## src/rtl/core_bus_mux_pkg.sv

```systemverilog
// Shared constants and select-code encoding for the core datapath bus mux.
package core_bus_pkg;

    localparam int unsigned DATA_W   = 16;
    localparam int unsigned NARROW_W = 8;
    localparam int unsigned SEL_W    = 5;

    typedef enum logic [SEL_W-1:0] {
        SEL_IDLE  = 5'd0,
        SEL_IR    = 5'd1,
        SEL_TR    = 5'd2,
        SEL_DR    = 5'd3,
        SEL_RA    = 5'd4,
        SEL_RB    = 5'd5,
        SEL_RO    = 5'd6,
        SEL_RN    = 5'd7,
        SEL_RP    = 5'd8,
        SEL_RC    = 5'd9,
        SEL_RR    = 5'd10,
        SEL_RT    = 5'd11,
        SEL_AC    = 5'd12,
        SEL_DRAM  = 5'd13,
        SEL_IRMTR = 5'd14,
        SEL_ACHI  = 5'd15,
        SEL_RCOL1 = 5'd16,
        SEL_RCOL2 = 5'd17
    } bus_sel_t;

    function automatic logic [DATA_W-1:0] zext(input logic [NARROW_W-1:0] v);
        return {{(DATA_W-NARROW_W){1'b0}}, v};
    endfunction

endpackage

```

## src/rtl/core_bus_mux_if.sv

```systemverilog
// Bus source/select bundle between the core registers and the bus mux.
interface core_bus_mux_if;
    import core_bus_pkg::*;

    logic [SEL_W-1:0]    read_en;
    logic [NARROW_W-1:0] ir;
    logic [NARROW_W-1:0] tr;
    logic [NARROW_W-1:0] dr;
    logic [DATA_W-1:0]   ra;
    logic [DATA_W-1:0]   rb;
    logic [DATA_W-1:0]   ro;
    logic [NARROW_W-1:0] rcol1;
    logic [NARROW_W-1:0] rcol2;
    logic [NARROW_W-1:0] rn;
    logic [NARROW_W-1:0] rp;
    logic [NARROW_W-1:0] rc;
    logic [NARROW_W-1:0] rr;
    logic [DATA_W-1:0]   rt;
    logic [DATA_W-1:0]   ac;
    logic [NARROW_W-1:0] dram;
    logic [DATA_W-1:0]   busIn;

    modport master (
        output read_en, ir, tr, dr, ra, rb, ro, rcol1, rcol2,
               rn, rp, rc, rr, rt, ac, dram,
        input  busIn
    );

    modport slave (
        input  read_en, ir, tr, dr, ra, rb, ro, rcol1, rcol2,
               rn, rp, rc, rr, rt, ac, dram,
        output busIn
    );

endinterface

```

## src/rtl/core_bus_mux.sv

```systemverilog
// Registered 16-bit datapath bus source multiplexer.
// Optional BUS_HOLD_UNUSED_EN: unused select codes hold busIn instead of clearing it.
module core_bus_mux
    import core_bus_pkg::*;
(
    input  logic            clk,
    input  logic            rst_n,
    core_bus_mux_if.slave   bus
);

    logic [DATA_W-1:0]   bus_next;
    logic [NARROW_W-1:0] ir_minus_tr;

    assign ir_minus_tr = bus.ir - bus.tr;

    always_comb begin
`ifdef BUS_HOLD_UNUSED_EN
        bus_next = bus.busIn;
`else
        bus_next = '0;
`endif
        // Unknown or unused codes fall through to the default above.
        case (bus.read_en)
            SEL_IR:    bus_next = zext(bus.ir);
            SEL_TR:    bus_next = zext(bus.tr);
            SEL_DR:    bus_next = zext(bus.dr);
            SEL_RA:    bus_next = bus.ra;
            SEL_RB:    bus_next = bus.rb;
            SEL_RO:    bus_next = bus.ro;
            SEL_RN:    bus_next = zext(bus.rn);
            SEL_RP:    bus_next = zext(bus.rp);
            SEL_RC:    bus_next = zext(bus.rc);
            SEL_RR:    bus_next = zext(bus.rr);
            SEL_RT:    bus_next = bus.rt;
            SEL_AC:    bus_next = bus.ac;
            SEL_DRAM:  bus_next = zext(bus.dram);
            SEL_IRMTR: bus_next = zext(ir_minus_tr);
            SEL_ACHI:  bus_next = zext(bus.ac[DATA_W-1:DATA_W-NARROW_W]);
            SEL_RCOL1: bus_next = zext(bus.rcol1);
            SEL_RCOL2: bus_next = zext(bus.rcol2);
            default:   ;
        endcase
    end

    always_ff @(posedge clk) begin
        if (!rst_n) begin
            bus.busIn <= '0;
        end else begin
            bus.busIn <= bus_next;
        end
    end

endmodule

```

## src/flat_wrapper.sv

```systemverilog
// flat-port wrapper written by rule: the top's interface ports become plain ports
module core_bus_mux_flat import core_bus_pkg::*;
  (clk, rst_n, bus_read_en, bus_ir, bus_tr, bus_dr, bus_ra, bus_rb, bus_ro, bus_rcol1, bus_rcol2, bus_rn, bus_rp, bus_rc, bus_rr, bus_rt, bus_ac, bus_dram, bus_busIn);
  core_bus_mux_if bus_i ();
  input  logic clk;
  input  logic rst_n;
  input wire logic [$bits(bus_i.read_en)-1:0] bus_read_en;
  input wire logic [$bits(bus_i.ir)-1:0] bus_ir;
  input wire logic [$bits(bus_i.tr)-1:0] bus_tr;
  input wire logic [$bits(bus_i.dr)-1:0] bus_dr;
  input wire logic [$bits(bus_i.ra)-1:0] bus_ra;
  input wire logic [$bits(bus_i.rb)-1:0] bus_rb;
  input wire logic [$bits(bus_i.ro)-1:0] bus_ro;
  input wire logic [$bits(bus_i.rcol1)-1:0] bus_rcol1;
  input wire logic [$bits(bus_i.rcol2)-1:0] bus_rcol2;
  input wire logic [$bits(bus_i.rn)-1:0] bus_rn;
  input wire logic [$bits(bus_i.rp)-1:0] bus_rp;
  input wire logic [$bits(bus_i.rc)-1:0] bus_rc;
  input wire logic [$bits(bus_i.rr)-1:0] bus_rr;
  input wire logic [$bits(bus_i.rt)-1:0] bus_rt;
  input wire logic [$bits(bus_i.ac)-1:0] bus_ac;
  input wire logic [$bits(bus_i.dram)-1:0] bus_dram;
  output wire logic [$bits(bus_i.busIn)-1:0] bus_busIn;
  assign bus_i.read_en = bus_read_en;
  assign bus_i.ir = bus_ir;
  assign bus_i.tr = bus_tr;
  assign bus_i.dr = bus_dr;
  assign bus_i.ra = bus_ra;
  assign bus_i.rb = bus_rb;
  assign bus_i.ro = bus_ro;
  assign bus_i.rcol1 = bus_rcol1;
  assign bus_i.rcol2 = bus_rcol2;
  assign bus_i.rn = bus_rn;
  assign bus_i.rp = bus_rp;
  assign bus_i.rc = bus_rc;
  assign bus_i.rr = bus_rr;
  assign bus_i.rt = bus_rt;
  assign bus_i.ac = bus_ac;
  assign bus_i.dram = bus_dram;
  assign bus_busIn = bus_i.busIn;
  core_bus_mux u_core (.clk(clk), .rst_n(rst_n), .bus(bus_i));
endmodule
```

## config.mk

```make
export PLATFORM = sky130hd
export DESIGN_NAME = core_bus_mux_flat
export DESIGN_NICKNAME = d
export VERILOG_FILES = /design/src/rtl/core_bus_mux_pkg.sv /design/src/rtl/core_bus_mux_if.sv /design/src/rtl/core_bus_mux.sv /design/src/flat_wrapper.sv
export SDC_FILE = /design/constraint.sdc
export NUM_CORES = 1
export LEC_CHECK = 0
export CAP_MARGIN = 20
export CELL_PAD_IN_SITES_DETAIL_PLACEMENT = 0
export CELL_PAD_IN_SITES_GLOBAL_PLACEMENT = 1
export CORE_MARGIN = 2
export CORE_UTILIZATION = 18
export DETAILED_ROUTE_END_ITERATION = 7
export PLACE_DENSITY_LB_ADDON = 0.1
export SETUP_SLACK_MARGIN = 0.4
export SYNTH_ARGS = -nofsm -noshare
export SYNTH_HDL_FRONTEND = slang
export SYNTH_SLANG_ARGS = --single-unit
```

## constraint.sdc

```tcl
create_clock -name clk -period 2.1 [get_ports clk]
set_clock_uncertainty 0.1 [all_clocks]
set_input_delay 0.42 -clock clk [delete_from_list [all_inputs] [get_ports clk]]
set_output_delay 0.42 -clock clk [all_outputs]
set_load 0.05 [all_outputs]
```

==> flow_summary.json <==
{
  "status": "finished clean",
  "tns_ps": 0,
  "critPathKind": "in -> reg",
  "fin_crit_sh_pct": 85.4,
  "hold_violations": 0,
  "maxCapViolCount": 0,
  "largest_register": "u_core.bus.busIn",
  "hold-path-cell-count": 4,
  "cts_htree_levels": 1,
  "synth-edff-count": 0,
  "nets": 704,
  "hold_buffers": 0,
  "grt_max_degree": 12,
  "synth_top_area_share_pct": 18.4,
  "netlist_top_cells_count": "48 x a22oi_1, 19 x nand2_1, 16 x dfxtp_1, 15 x a31oi_1, 15 x nor2_1",
  "whs_ps": 477,
  "wl_met1_um": 5530,
  "p_per_area_nw_per_um2": 275,
  "viasPerCell": 4.88,
  "p_total_mw": 1.43,
  "io_buffers": 182,
  "crit_chain": "buf_8, buf_6, or3b_4, nor2_4, buf_6, a22oi_1, and4_1, a31oi_1",
  "ys_ff_latch": 16,
  "initial_core_util_pct": 18.3,
  "ios": 183,
  "rows": 38,
  "fmax_mhz": 558,
  "worst-path-stages": 8,
  "netlist_area_um2": 1960,
  "synth_area_leader_cell": "a22oi_1",
  "first_pass_iters": 5,
  "slew_headroom_pct": 64.0,
  "startpoint_type": "input port",
  "yosysWarnings": 0,
  "die_area_um2": 11800,
  "gr-total-overflow": 0,
  "grt_pass1_vias": 3464,
  "coreArea_um2": 10700,
  "synth-main-ff-cell": "dfxtp_1",
  "largest_register_ffs": 16,
  "irDropWorstVdd_v": 0.000166,
  "routed_wl_um": 13100,
  "track_usage_pct": 21.6,
  "worst_path_dominant_cell_family": "simple AND/OR/NAND/NOR gates",
  "async_reset_ff_share_pct": 0,
  "die_y_um": 108,
  "dpl.cell_count": 644,
  "antenna_found_initial": 0,
  "grt_pass1_wl_um": 19200,
  "place_ws_ps": -494,
  "clockRootBuffer": "clkbuf_8",
  "synth_cell_type_count": 50,
  "fin_util_pct": 48.6,
  "wl_met3_um": 1020,
  "top_layer": "met4",
  "final_cells": 668,
  "die_x_um": 108,
  "min_path_type": "in -> reg",
  "clk_pin_slew_ps": 80,
  "period_needed_ps": 1790,
  "synthCells": 250,
  "dr_total_vias": 3257,
  "crit_path_frequent_cell": "buf_6",
  "p_leak_nw": 2.05,
  "end_kind": "flip-flop",
  "slew_violations": 0,
  "synth_nets": 425,
  "fin_ws_ps": 307,
  "layout-drive-gt1-share_pct": 37.1,
  "dp_hpwl_um": 10900,
  "antenna_left": 0,
  "gp_congestion": 0.823,
  "placed_cell_area_um2": 4650,
  "finalSetupViolCount": 0,
  "area_growth_pct": 166,
  "crit_path_top_delay_cell": "or3b_4",
  "slowest_delay_ps": 410,
  "wire_per_inst_um": 19.6,
  "cp_max_fo": 7,
  "largestRegisters": "u_core.bus.busIn: 16 flops",
  "drt-initial-drc-count": 123,
  "cts_tree": "built",
  "ys_seq_area_share_pct": 16.3,
  "yosysMostFrequentCell": "a22oi_1",
  "syn_avg_cell_area_um2": 7.85,
  "cts.sinks": 16,
  "numCtsBuffers": 3,
  "synthTopCellsByArea": "a22oi_1 18%, dfxtp_1 16%, a31oi_1 4.8%, ha_1 4.5%, nand2_1 3.6%",
  "cts_buffer_depth": 2,
  "antenna_cells": 0,
  "path_buf_inv": 3,
  "arrival_ps": 1880,
  "fin_area_um2": 5220,
  "wl_met2_um": 6340,
  "critPathRequiredTime_ps": 2190,
  "grt_setup_unrepaired": "yes",
  "drc": 0,
  "worstMarginPinSlew_ps": 542
}
[per-layer routing]
| layer | GRT usage [%] | vias to the layer above |
|---|---|---|
| met5 | 0 | - |
| met4 | 6.23 | 0 |
| met3 | 3.44 | 12 |
| met2 | 38.8 | 149 |
| met1 | 26.3 | 1517 |
| li1 | - | 1579 |
[cells in the final DEF, fill, tap and decap left out, types with 4 or more instances in the layout]
master / Yosys / final
nor2b_1: 4 / 4
a221oi_2: 0 / 5
and3_1: 10 / 7
a22o_1: 8 / 8
a31oi_1: 15 / 14
nand2_1: 19 / 18
buf_6: 0 / 22
nor2_1: 15 / 7
dlygate4sd2_1: 0 / 20
nor2_4: 2 / 10
dfxtp_1: 16 / 16
ha_4: 0 / 7
buf_12: 0 / 5
nand3b_1: 4 / 4
and4_1: 8 / 8
a21oi_1: 6 / 4
inv_2: 0 / 5
a22oi_1: 48 / 42
clkbuf_8: 0 / 4
buf_2: 10 / 6
a22oi_2: 0 / 6
clkdlybuf4s50_1: 0 / 145
buf_4: 2 / 83
[where the power goes]
group	switching, mW	internal [mW]
logic	0.319	0.508
registers	0.00288	0.314
clock network	0.124	0.167
[worst min-delay path, delay by kind of cell]
family / cells / cell delay [ps]
AOI/OAI and AO/OA: 3 / 300
buffers and inverters: 1 / 80
[repair_timing]
action,CTS,global route
setup buffers,15,4
cloned,1,0
endpoints found under the setup margin,31,16
gates resized for setup,160,24
pin swaps,43,22
[final timing paths]
| check | slack [ps] | startpoint | to |
|---|---|---|---|
| worst max-delay path | 310 | bus_read_en[4] | u_core.bus.busIn[2] |
| worst min-delay path | 480 | bus_tr[1] | u_core.bus.busIn[1] |
[kinds of logic after synthesis]
| logic type | synth area share (%) |
|---|---|
| fa+ha+maj | 5.48 |
| mux | 2.55 |
| simple gates | 26.8 |
| compound gates | 42.5 |
| flops | 16.3 |
| buf+inv | 5.03 |
| xor+xnor | 1.34 |
[cell type report]
type	count	area, um2
well taps	140	175
flip-flops and latches	16	320
fillers	1079	5520
inverters	9	51.3
repair buffers	286	2690
multi-input cells	213	1930
clock buffers	4	55.1
No activity file was read; power rests on OpenSTA's default activity.
